$ cat src/rtl/fifo_sched_pkg.sv
// Shared types and defaults for the FIFO-to-memory burst scheduler.
// Latency: n/a (declarations only).
// Backpressure: n/a.
package fifo_sched_pkg;

    typedef enum logic [1:0] {
        S_IDLE = 2'd0,
        S_REQ  = 2'd1,
        S_XFER = 2'd2,
        S_DONE = 2'd3
    } sched_state_t;

    localparam int unsigned DEF_BURST_LEN  = 16;
    localparam int unsigned DEF_BEAT_BYTES = 16;

    // Bits needed to hold the values 0..max_val inclusive.
    function automatic int unsigned cnt_width(input int unsigned max_val);
        return $clog2(max_val + 1);
    endfunction

endpackage

$ cat src/rtl/sched_beat_cnt.sv
// Per-burst beat counter plus the beat_valid/beat_last pipeline for a FIFO without output register.
// Latency: beat_valid_o/beat_last_o follow rd_en_i by one cycle; beats_left_o/last_pop_o are combinational.
// Backpressure: none of its own; it counts whatever pops the parent issues.
// Ports: clk/rst; clr_i restarts the count; rd_en_i is the pop strobe;
//        beats_left_o = count below BURST_LEN; last_pop_o = this pop is the final beat.
module sched_beat_cnt
    import fifo_sched_pkg::*;
#(
    parameter int unsigned BURST_LEN = DEF_BURST_LEN
) (
    input  logic clk,
    input  logic rst,
    input  logic clr_i,
    input  logic rd_en_i,
    output logic beats_left_o,
    output logic last_pop_o,
    output logic beat_valid_o,
    output logic beat_last_o
);

    localparam int unsigned           CNT_W    = cnt_width(BURST_LEN);
    localparam logic [CNT_W-1:0]      LAST_IDX = CNT_W'(BURST_LEN - 1);
    localparam logic [CNT_W-1:0]      CNT_END  = CNT_W'(BURST_LEN);

    logic [CNT_W-1:0] cnt_q;
    logic [CNT_W-1:0] cnt_d;
    logic             valid_q;
    logic             last_q;

    assign beats_left_o = (cnt_q < CNT_END);
    assign last_pop_o   = rd_en_i && (cnt_q == LAST_IDX);
    assign beat_valid_o = valid_q;
    assign beat_last_o  = last_q;

    always_comb begin
        cnt_d = cnt_q;
        if (clr_i) begin
            cnt_d = '0;
        end else if (rd_en_i) begin
            cnt_d = cnt_q + CNT_W'(1);
        end
    end

    // FIFO data appears the cycle after the pop, so the valid/last flags are the pop delayed by one.
    always_ff @(posedge clk or posedge rst) begin
        if (rst) begin
            cnt_q   <= '0;
            valid_q <= 1'b0;
            last_q  <= 1'b0;
        end else begin
            cnt_q   <= cnt_d;
            valid_q <= rd_en_i;
            last_q  <= last_pop_o;
        end
    end

endmodule

$ cat src/rtl/fifo_burst_sched.sv
// Drains a FIFO in fixed-length bursts toward a memory writer, stepping the burst address through a frame.
// Latency: burst_req one cycle after the start condition; pops begin the cycle after burst_gnt.
// Backpressure: waits in REQ for burst_gnt; pops pause (and underflow latches) while rd_empty is high.
// Ports: clk/rst; enable, frame_start control; rd_water_level/rd_empty from FIFO; fifo_rd_en pops;
//        burst_req/burst_gnt/burst_addr/burst_len to writer; beat_valid/beat_last qualify rd_data;
//        frame_done pulses at frame end; underflow is sticky.
module fifo_burst_sched
    import fifo_sched_pkg::*;
#(
    parameter int unsigned RD_DEPTH_WIDTH = 5,
    parameter int unsigned BURST_LEN      = DEF_BURST_LEN,
    parameter int unsigned FRAME_BEATS    = 1024,
    parameter int unsigned ADDR_W         = 28,
    parameter int unsigned BEAT_BYTES     = DEF_BEAT_BYTES
) (
    input  logic                    clk,
    input  logic                    rst,
    input  logic                    enable,
    input  logic                    frame_start,
    input  logic [RD_DEPTH_WIDTH:0] rd_water_level,
    input  logic                    rd_empty,
    output logic                    fifo_rd_en,
    output logic                    burst_req,
    input  logic                    burst_gnt,
    output logic [ADDR_W-1:0]       burst_addr,
    output logic [7:0]              burst_len,
    output logic                    beat_valid,
    output logic                    beat_last,
    output logic                    frame_done,
    output logic                    underflow
);

    localparam int unsigned             FCNT_W    = cnt_width(FRAME_BEATS);
    localparam logic [ADDR_W-1:0]       ADDR_STEP = ADDR_W'(BURST_LEN * BEAT_BYTES);
    localparam logic [FCNT_W-1:0]       FCNT_STEP = FCNT_W'(BURST_LEN);
    localparam logic [FCNT_W-1:0]       FCNT_END  = FCNT_W'(FRAME_BEATS);
    localparam logic [RD_DEPTH_WIDTH:0] LVL_MIN   = (RD_DEPTH_WIDTH + 1)'(BURST_LEN);

    sched_state_t      state_q;
    logic [ADDR_W-1:0] addr_q;
    logic [FCNT_W-1:0] fcnt_q;
    logic              pend_start_q;
    logic              burst_req_q;
    logic              frame_done_q;
    logic              underflow_q;

    logic              beats_left;
    logic              last_pop;
    logic              frame_end;
    logic              start_ok;

    // Pop is combinational so rd_empty and an async reset take effect within the same cycle.
    assign fifo_rd_en = (state_q == S_XFER) && beats_left && !rd_empty;
    assign frame_end  = (fcnt_q + FCNT_STEP) == FCNT_END;
    assign start_ok   = enable && (rd_water_level >= LVL_MIN);

    assign burst_req  = burst_req_q;
    assign burst_addr = addr_q;
    assign burst_len  = 8'(BURST_LEN - 1);
    assign frame_done = frame_done_q;
    assign underflow  = underflow_q;

    sched_beat_cnt #(
        .BURST_LEN (BURST_LEN)
    ) u_beat_cnt (
        .clk          (clk),
        .rst          (rst),
        .clr_i        (state_q == S_DONE),
        .rd_en_i      (fifo_rd_en),
        .beats_left_o (beats_left),
        .last_pop_o   (last_pop),
        .beat_valid_o (beat_valid),
        .beat_last_o  (beat_last)
    );

    always_ff @(posedge clk or posedge rst) begin
        if (rst) begin
            state_q      <= S_IDLE;
            addr_q       <= '0;
            fcnt_q       <= '0;
            pend_start_q <= 1'b0;
            burst_req_q  <= 1'b0;
            frame_done_q <= 1'b0;
            underflow_q  <= 1'b0;
        end else begin
            frame_done_q <= 1'b0;
            if ((state_q == S_XFER) && beats_left && rd_empty) begin
                underflow_q <= 1'b1;
            end
            case (state_q)
                S_IDLE: begin
                    // A frame restart and a burst start in the same cycle both apply: REQ sees address 0.
                    if (frame_start) begin
                        addr_q <= '0;
                        fcnt_q <= '0;
                    end
                    if (start_ok) begin
                        state_q     <= S_REQ;
                        burst_req_q <= 1'b1;
                    end
                end
                S_REQ: begin
                    if (frame_start) begin
                        pend_start_q <= 1'b1;
                    end
                    if (burst_gnt) begin
                        state_q     <= S_XFER;
                        burst_req_q <= 1'b0;
                    end
                end
                S_XFER: begin
                    if (frame_start) begin
                        pend_start_q <= 1'b1;
                    end
                    if (last_pop) begin
                        state_q      <= S_DONE;
                        frame_done_q <= frame_end;
                    end
                end
                S_DONE: begin
                    state_q      <= S_IDLE;
                    pend_start_q <= 1'b0;
                    // A restart requested during the burst wins over the normal advance/wrap.
                    if (pend_start_q || frame_start || frame_end) begin
                        addr_q <= '0;
                        fcnt_q <= '0;
                    end else begin
                        addr_q <= addr_q + ADDR_STEP;
                        fcnt_q <= fcnt_q + FCNT_STEP;
                    end
                end
                default: begin
                    state_q <= S_IDLE;
                end
            endcase
        end
    end

endmodule

$ cat config.mk
export PLATFORM = sky130hd
export DESIGN_NAME = fifo_burst_sched
export DESIGN_NICKNAME = d
export VERILOG_FILES = /design/src/rtl/fifo_sched_pkg.sv /design/src/rtl/sched_beat_cnt.sv /design/src/rtl/fifo_burst_sched.sv
export SDC_FILE = /design/constraint.sdc
export NUM_CORES = 1
export LEC_CHECK = 0
export BUFFER_PORTS_ARGS = -buffer_cell sky130_fd_sc_hd__buf_2
export CAP_MARGIN = 20
export CELL_PAD_IN_SITES_DETAIL_PLACEMENT = 0
export CELL_PAD_IN_SITES_GLOBAL_PLACEMENT = 1
export CORE_MARGIN = 1.5
export CORE_UTILIZATION = 40
export CTS_CLUSTER_DIAMETER = 30
export DETAILED_ROUTE_END_ITERATION = 10
export PLACE_DENSITY_LB_ADDON = 0.12
export SETUP_SLACK_MARGIN = 0.2
export SLEW_MARGIN = 5
export SYNTH_ARGS = -nofsm -noshare
export SYNTH_HDL_FRONTEND = slang
export SYNTH_SLANG_ARGS = --single-unit
$ cat constraint.sdc
create_clock -name clk -period 2.75 [get_ports clk]
set_clock_uncertainty 0.15 [all_clocks]
set_input_delay 0.4125 -clock clk [delete_from_list [all_inputs] [get_ports clk]]
set_output_delay 0.4125 -clock clk [all_outputs]
set_load 0.03 [all_outputs]
**After elaboration in Yosys (flattened, before gate mapping)**

Index checks and enable logic that the tools add are counted.
Widths: inputs -> output; s select.

- Register bits: 52
- Bits of input ports: 12

- Add/sub/neg operators: 3
- Order comparisons: 2
- Equality and inequality tests: 10
- Mux-type cells: 19
- Reduce and logical (&&, ||, !) cells: 18

Operators by type and width:

| cell | count |
|---|---|
| $mux 28 | 2 |
| $pmux 28 s2 | 1 |
| $add 28x9->28 const B | 1 |
| $mux 11 | 2 |
| $pmux 11 s2 | 1 |
| $add 11x5->11 const B | 1 |
| $eq 11x11->1 const B | 1 |
| $mux 5 | 2 |
| $pmux 2 s4 | 1 |
| $reduce_bool 2->1 | 4 |
| $ge 6x5->1 const B | 1 |
| $mux 2 | 3 |
| $ne 2x2->1 const B | 3 |
| $reduce_and 3->1 | 2 |
| $add 5x1->5 const B | 1 |
| $eq 5x4->1 const B | 1 |
| $logic_and 1x1->1 | 5 |
| $lt 5x5->1 const B | 1 |
| $mux 1 | 5 |
| $eq 2x2->1 const B | 2 |
| $ne 2x1->1 const B | 2 |
| $pmux 1 s2 | 2 |
| $reduce_and 2->1 | 2 |
| $eq 2x1->1 const B | 1 |
| other kinds (4) | 5 |

**Logic depth before layout (Yosys ltp)**

Gate-level depths: netlist of run 1.

- Word-level depth: 6
- Mapped depth: 7
- Gate-level depth less buffers: 7

**Cells and area by module**

From an unflattened synthesis of run 1, not the netlist that was laid out.

- Cell total of the unflattened synthesis: 250
- Area total of the unflattened synthesis: 2309.7 sq um

By module, submodules not included:

| module | instances | cells an instance | area each (sq um) | seq. area each (sq um) |
|---|---|---|---|---|
| fifo_burst_sched | 1 | 223 | 1970.6 | 825.8 |
| sched_beat_cnt | 1 | 27 | 339.1 | 175.2 |

**Least setup slack after synthesis of run 1**

No wires, ideal clock.

- Path type: reg-to-reg
- From: register state_q[0]
- To: register state_q[0]
- Arrival: 1.973 ns
- Setup slack: 0.561 ns
- Cell stages (with the launch flop): 7
- Path buffers: 0
- Clock period less this slack: 2.189 ns
- Cells stage by stage: dfrtp_1 inv_1 ha_1 nor3b_2 nand2_1 a21boi_0 o32a_1

- Cells in the longest elaborated chain, start to end: 6
- Elaborated cells between the ends (all ways): 12
- Those cells by class: eq/ne: 6; mux: 1; reduce/logical: 5

Ends and longest elaborated chain:

| what | RTL line | source |
|---|---|---|
| from (decl) | fifo_burst_sched.sv:39 | `sched_state_t state_q;` |
| from (signal assigned) | fifo_burst_sched.sv:78 | `state_q <= S_IDLE;` |
| from (signal assigned) | fifo_burst_sched.sv:98 | `state_q <= S_REQ;` |
| from (signal assigned) | fifo_burst_sched.sv:107 | `state_q <= S_XFER;` |
| $eq 2x2->1 | fifo_burst_sched.sv:53 | `assign fifo_rd_en = (state_q == S_XFER) && beats_left && !rd_empty;` |
| $logic_and 1x1->1 (2 in a row) | fifo_burst_sched.sv:53 |  |
| via fifo_rd_en | fifo_burst_sched.sv:22 | `output logic fifo_rd_en,` |
| $logic_and 1x1->1 | sched_beat_cnt.sv:31 | `assign last_pop_o = rd_en_i && (cnt_q == LAST_IDX);` |
| $ne 2x1->1 (no line) | -- |  |
| $reduce_and 3->1 (no line) | -- |  |

The timed path passes the listed nets, and every way through them passes these cells.
A chain may end at the register's enable or synchronous reset.

**Worst setup path after layout of run 1**

- From: register state_q[0]
- To: register addr_q[27], in the netlist burst_addr[27]

- Cells in the longest elaborated chain, start to end: 3
- Elaborated cells between the ends (all ways): 6
- Those cells by class: eq/ne: 2; mux: 1; reduce/logical: 3

Ends and longest elaborated chain:

| what | RTL line | source |
|---|---|---|
| $eq 2x2->1 or $logic_not 2->1 (tied branches) | fifo_burst_sched.sv:90 | `case (state_q)` |
| $reduce_bool 2->1 (no line) or $ne 2x2->1 (tied branches) | -- |  |
| $reduce_and 2->1 (no line) | -- |  |
| to (signal assigned) | fifo_burst_sched.sv:128 | `addr_q <= addr_q + ADDR_STEP;` |
| to (decl) | fifo_burst_sched.sv:40 | `logic [ADDR_W-1:0] addr_q;` |

Parallel ways exist; a longest one is shown, timed or not.

==> out/results.txt, run 1 <==
Outcome - complete, no violations
Met2 Resource Use GR - 0.293
Final Wtd Congestion - 0.755
Layout cells sized above 1 - 0.199
Worst hold path type - in2async
Pint - 1.09 mW
Power Density - 618 nW/um^2
Crit path max-delay family - compound AO/OA/AOI/OAI gates
Startpoint types - flop
Max transition margin - 0.633
DRT Pass-1 Iters - 4
Synth-to-Final Area Change - 13.3%
Port-buffer cells - 33
Met1 usage in global routing - 0.229
Initial core utilization - 0.424
Total gr overflow - 0
CP max stage delay - 0.56 ns
Synth Instances - 268
FF-to-FF End - burst_addr[27]
Post-Synth XOR/XNOR Area - 0.0366
Top FF cell, synth - dfrtp_1
Crit path kind - reg2reg
Final setup TNS - 0 ns
Post-DP HPWL - 3330 um
Worst-Margin Slew - 0.546 ns
RSZ-0062 raised after global routing - false
# nets final - 326
Die area - 6460 um^2
Largest family of logic cells by synthesized area - simple AND/OR/NAND/NOR gates
CP endpoint kind - flop
TritonCTS clock tree - yes
Register bit total from synthesis - 40
Worst R2R Path Depth - 7
GR peak layer - met2
Die Wd - 80.4 um
DRT antenna net count - 0
GRT met3 Usage - 0.0352
Fin. max-slew vios - 0
Number of CTS-inserted buffers - 5
DRT Wirelength - 5020 um
Vias in the first global route - 1883
Post-synth EDFFs - 0
Critical Path AT - 2.50 ns
Post-synthesis sequential area ratio - 0.418
CP max-delay cell - or4b_4
Num ports - 54
Critical path buffers and inverters - 2
Final Hold Fails - 0
Clock latency on the worst-skew pair - 0.30 ns
Vias - 1940
Yosys warns - 0
Synthesized area - 2390 um^2
Fin crit share - 0.877
Worst Setup SP - state_q[0]
Vias per inst - 5.13
Total track usage - 0.176
Clock Power Share - 0.288
Core area - 5640 um^2
Syn_area_per_cell - 8.94 um^2
Die height - 80.4 um
Sw Share - 0.351
Pleak - 1.34 nW
Clk sink count - 40
Post-synth ARST share - 1.00
Compound-Gate Fraction of Synth Area - 0.160
First-pass GRT wire length - 8770 um
Register share of total power - 0.423
Max IR drop VDD - 0.000447 V
Initial antenna violation count - 0
N_diodes - 0
Largest fanout on the critical path - 15
Clock period minus worst slack - 2.41 ns
Wirelength per Cell - 13.3 um
H-tree depth - 2
# DRC - 0
Initial DRC count - 90
Max-cap violations - 0
Most frequent cells in the layout - nand2_1, dfrtp_1, buf_2
Finished Cell Area - 2710 um^2
RR Startpoint - state_q[0]
Setup violators final - 0
Clk pin slew, worst setup/hold paths - 0.08 ns
Max Root-Sink Buffers - 2
Cell breakdown of the critical path - inv_1 > ha_1 > or4b_4 > a211oi_4 > buf_4 > a2bb2oi_1 > a21o_1
Row count - 27
CTS root buf - clkbuf_8
Combinational group share of total power - 0.289
Largest net degree at the start of global routing - 41
Adder-cell share of the synthesized area - 0.0470
Placed cell areas - 2580 um^2
Psw - 0.588 mW
R2R Setup Slk - 0.34 ns
Synth unique cells - 47
Max Clock Freq - 0.414 GHz
Crit path required time - 2.83 ns
Post-synthesis mux area share - 0.0131
Synth Area in Simple Gates - 0.240
Most common cell after layout, fill and taps aside - nand2_1
[state kept, by name, summed over array words and instances (netlist names)]
name	count
burst_addr	20
fcnt_q	7
u_beat_cnt.cnt_q	5
state_q	2
burst_req	1
frame_done	1
pend_start_q	1
u_beat_cnt.beat_last_o	1
u_beat_cnt.beat_valid_o	1
underflow	1
[layer usage]
layer,vias to the layer above,wire (um)
li1,982,-
met1,909,2460
met2,42,2320
met3,7,178
met4,0,65
met5,-,0
[power groups by stage]
stage	Sequential [mW]	Combinational, mW	Clock (mW)
2_1_floorplan	0.748	0.341	0
3_3_place_gp	0.720	0.479	0
3_5_place_dp	0.720	0.486	0
4_1_cts	0.710	0.485	0.497
5_1_grt	0.721	0.556	0.524
6_report	0.709	0.484	0.483
[timing repair]
item | CTS | global route
endpoints found under the setup margin | 0 | 16
buffers inserted | 0 | 2
gates resized for setup | 0 | 3
hold buffers | 0 | 0
[cell type report]
type,instances,area [um^2]
Timing Repair Buffer,41,225
Tap cell,72,90.1
Inverter,7,26.3
Fill cell,556,2930
Sequential cell,40,1000
Clock inverter,2,35.0
Multi-Input combinational cell,210,1260
Clock buffer,6,72.6
[kinds of logic (layout without fill, tap and decap cells)]
group | after synthesis | in the layout
simple gates | 116 | 116
xor+xnor | 10 | 10
flops | 40 | 40
mux | 3 | 3
other cells | 2 | 16
buf+inv | 32 | 56
compound gates | 56 | 56
fa+ha+maj | 9 | 9
[synth_stat cells, types with 2 or more instances]
cell	count	share of area
clkbuf_1	3	0.0047
dfrtp_1	40	0.42
nand2b_1	2	0.0052
nor3_1	4	0.0084
a31oi_1	2	0.0052
nand4_1	8	0.021
o21ai_1	10	0.021
a21oi_1	7	0.015
nand2_1	47	0.074
ha_1	9	0.047
mux2i_1	2	0.0084
nand3_1	9	0.019
nor2_1	17	0.027
and2_1	6	0.016
conb_1	2	0.0031
and4_1	2	0.0073
o211ai_2	2	0.010
inv_1	7	0.011
xor2_1	7	0.026
and3_1	6	0.016
o22ai_1	9	0.024
nor2b_1	6	0.016
buf_2	4	0.0084
o21ai_0	12	0.025
buf_4	17	0.053
o211ai_1	4	0.013
a22o_1	2	0.0073
xnor2_1	3	0.011
[stage by stage]
stage	utilization	hold WS [ns]	std cells	setup slack (ns)	power, mW
CTS	0.477	0.105	376	0.258	1.69
floorplan	-	0.347	282	0.561	1.09
finish	0.481	0.0755	378	0.337	1.68
global route	0.481	0.160	378	0.201	1.80
detailed placement	0.458	0.306	368	0.284	1.21
global placement	0.458	0.306	368	0.304	1.20
[worst register-to-register path, cell delays in order (launching register included)]
cell,delay [ns]
dfrtp_1,0.39
inv_1,0.08
ha_1,0.28
or4b_4,0.56
a211oi_4,0.34
buf_4,0.27
a2bb2oi_1,0.20
a21o_1,0.10
[worst max-delay path by stage]
stage	cells after the start	to	slack (ns)
finish	7	burst_addr[27]	0.34
CTS	6	burst_addr[23]	0.26
global placement	6	burst_addr[18]	0.30
global route	7	burst_addr[27]	0.20
detailed placement	6	burst_addr[23]	0.28
floorplan	6	state_q[0]	0.56
Power figures use the tool's default switching activity.
==> run 2: changes to the inputs <==
clock period = 2.5 ns   (was 2.75 ns; I/O delays follow)
==> out/results.txt, run 2 (synthesis results as in run 1) <==
Num ports - 54 (unchanged)
Final setup TNS - 0 ns (unchanged)
Worst R2R Path Depth - 9 (+2)
Vias in the first global route - 1754 (-6.9%)
Fin cells - 394 (+4.2%)
CTS root buf - clkbuf_8
Die area - 6460 um^2 (unchanged)
Critical path buffers and inverters - 4 (+2)
# DRC - 0 (unchanged)
Initial core utilization - 0.424 (unchanged)
Register share of total power - 0.407 (-0.016)
Clock period minus worst slack - 2.32 ns (-0.0942 ns)
Max FFs per register - 20 (unchanged)
Wirelength per Cell - 13.9 um (+4.7%)
Max IR drop VDD - 0.000522 V (+17%)
Die Wd - 80.4 um (unchanged)
Critical Path AT - 2.40 ns (-0.10 ns)
Clock Power Share - 0.239 (-0.049)
Util after Layout - 0.513 (+0.0319)
Pint - 1.22 mW (+12%)
CP max stage delay - 0.58 ns (+0.02 ns)
Max transition margin - 0.623 (-0.00992)
Max-cap violations - 0 (unchanged)
Most common cell after layout, fill and taps aside - nand2_1
Setup violators final - 0 (unchanged)
DRT antenna net count - 0 (unchanged)
Combinational group share of total power - 0.353 (+0.064)
Max Root-Sink Buffers - 2 (unchanged)
DRT Pass-1 Iters - 4 (unchanged)
Die height - 80.4 um (unchanged)
TritonCTS clock tree - yes
Pleak - 1.47 nW (+10%)
Crit path kind - reg2reg
Vias - 2037 (+5.0%)
Clock latency on the worst-skew pair - 0.29 ns (about the same)
Fin worst setup slack - 0.182 ns (-0.156 ns)
Largest net degree at the start of global routing - 41 (unchanged)
CP endpoint kind - flop
Synth-to-Final Area Change - 20.8%
Initial DRC count - 102 (+13%)
Row count - 27 (unchanged)
Cell breakdown of the critical path - inv_1 > ha_4 > or4b_4 > a211oi_4 > buf_6 > buf_12 > buf_6 > o22ai_2 > nand2_1
Crit path required time - 2.58 ns (-0.25 ns)
Initial antenna violation count - 0 (unchanged)
# nets final - 342 (+4.9%)
Most frequent cells in the layout - nand2_1, dfrtp_1, buf_2
Largest fanout on the critical path - 6 (-9)
Layout cells sized above 1 - 0.255 (+0.0553)
Power Density - 657 nW/um^2 (+6.3%)
Fin. max-slew vios - 0 (unchanged)
R2R Setup Slk - 0.18 ns (-0.16 ns)
First-pass GRT wire length - 8630 um (-1.6%)
Final Wtd Congestion - 0.787 (+4.3%)
Max Clock Freq - 0.431 GHz (+4.1%)
DRT Wirelength - 5480 um (+9.1%)
Clk sink count - 40 (unchanged)
N_diodes - 0 (unchanged)
Placed insts - 375 (+1.9%)
Placed cell areas - 2630 um^2 (+2.0%)
Met2 Resource Use GR - 0.277 (-0.0160)
Finished Cell Area - 2890 um^2 (+6.6%)
GR peak layer - met2
Psw - 0.682 mW (+16%)
Worst path depth - 9 (+2)
Post-DP HPWL - 3610 um (+8.2%)
Final Hold Fails - 0 (unchanged)
Startpoint types - flop
H-tree depth - 2 (unchanged)
Number of CTS-inserted buffers - 5 (unchanged)
Sw Share - 0.359 (+0.00809)
Worst hold path type - in2async
Crit path max-delay family - simple AND/OR/NAND/NOR gates
Place WS - 0.184 ns (-0.0991 ns)
Clk pin slew, worst setup/hold paths - 0.08 ns (about the same)
Outcome - complete, no violations
Total track usage - 0.174 (-0.00199)
Vias per inst - 5.17 (+0.74%)
Total gr overflow - 0 (unchanged)
Fin crit share - 0.927 (+0.0501)
Worst-Margin Slew - 0.560 ns (+0.0147 ns)
CP max-delay cell - or4b_4
Met1 usage in global routing - 0.235 (+0.00630)
Port-buffer cells - 33 (unchanged)
Core area - 5640 um^2 (unchanged)
RSZ-0062 raised after global routing - true
GRT met3 Usage - 0.0341 (-0.00114)
Cell mode on critical path - buf_6
run 2: final timing paths:
check	start	endpoint
worst max-delay path	state_q[0]	burst_addr[22]
worst min-delay path	rst	burst_addr[23]
min in group clk	frame_start	pend_start_q
worst max register to register	state_q[0]	burst_addr[22]
max in group asynchronous	rst	burst_addr[27]
worst min register to register	underflow	underflow
run 2: layer usage:
metal | wire length, um | part of all wire
met5 | 0 | 0
met4 | 66 | 0.012
met3 | 197 | 0.036
met1 | 2560 | 0.47
met2 | 2650 | 0.48
run 2: cell type report:
type,instances,area (um^2)
fillers,550,2750
well taps,72,90.1
multi-input cells,210,1310
inverters,7,26.3
clock buffers,8,90.1
flip-flops and latches,40,1000
repair buffers,57,380
run 2: what timing repair did:
item,4_1_cts,5_1_grt
setup buffers,0,11
hold buffers,0,0
endpoints found under the setup margin,5,17
resized for setup,1,22
gates cloned,0,0
pin swaps,0,16
run 2: per-stage QoR:
stage / power (mW) / hold WS [ns]
after floorplan: 1.20 / 0.314
final: 1.90 / 0.0478
after global placement: 1.36 / 0.303
after CTS: 1.82 / 0.0780
after global routing: 2.03 / 0.127
after detailed placement: 1.37 / 0.307
run 2: power by group through the flow:
stage	Sequential [mW]	Combinational (mW)	Clock, mW
after floorplan	0.823	0.375	0
after global placement	0.786	0.576	0
after detailed placement	0.786	0.582	0
after CTS	0.775	0.584	0.466
after global routing	0.782	0.750	0.500
final	0.774	0.672	0.455
run 2: worst register-to-register path, stage by stage (launching register included):
cell      delay, ns
dfrtp_1        0.37
inv_1          0.09
ha_4           0.17
or4b_4         0.58
a211oi_4       0.38
buf_6          0.17
buf_12         0.12
buf_6          0.09
o22ai_2        0.06
nand2_1        0.07
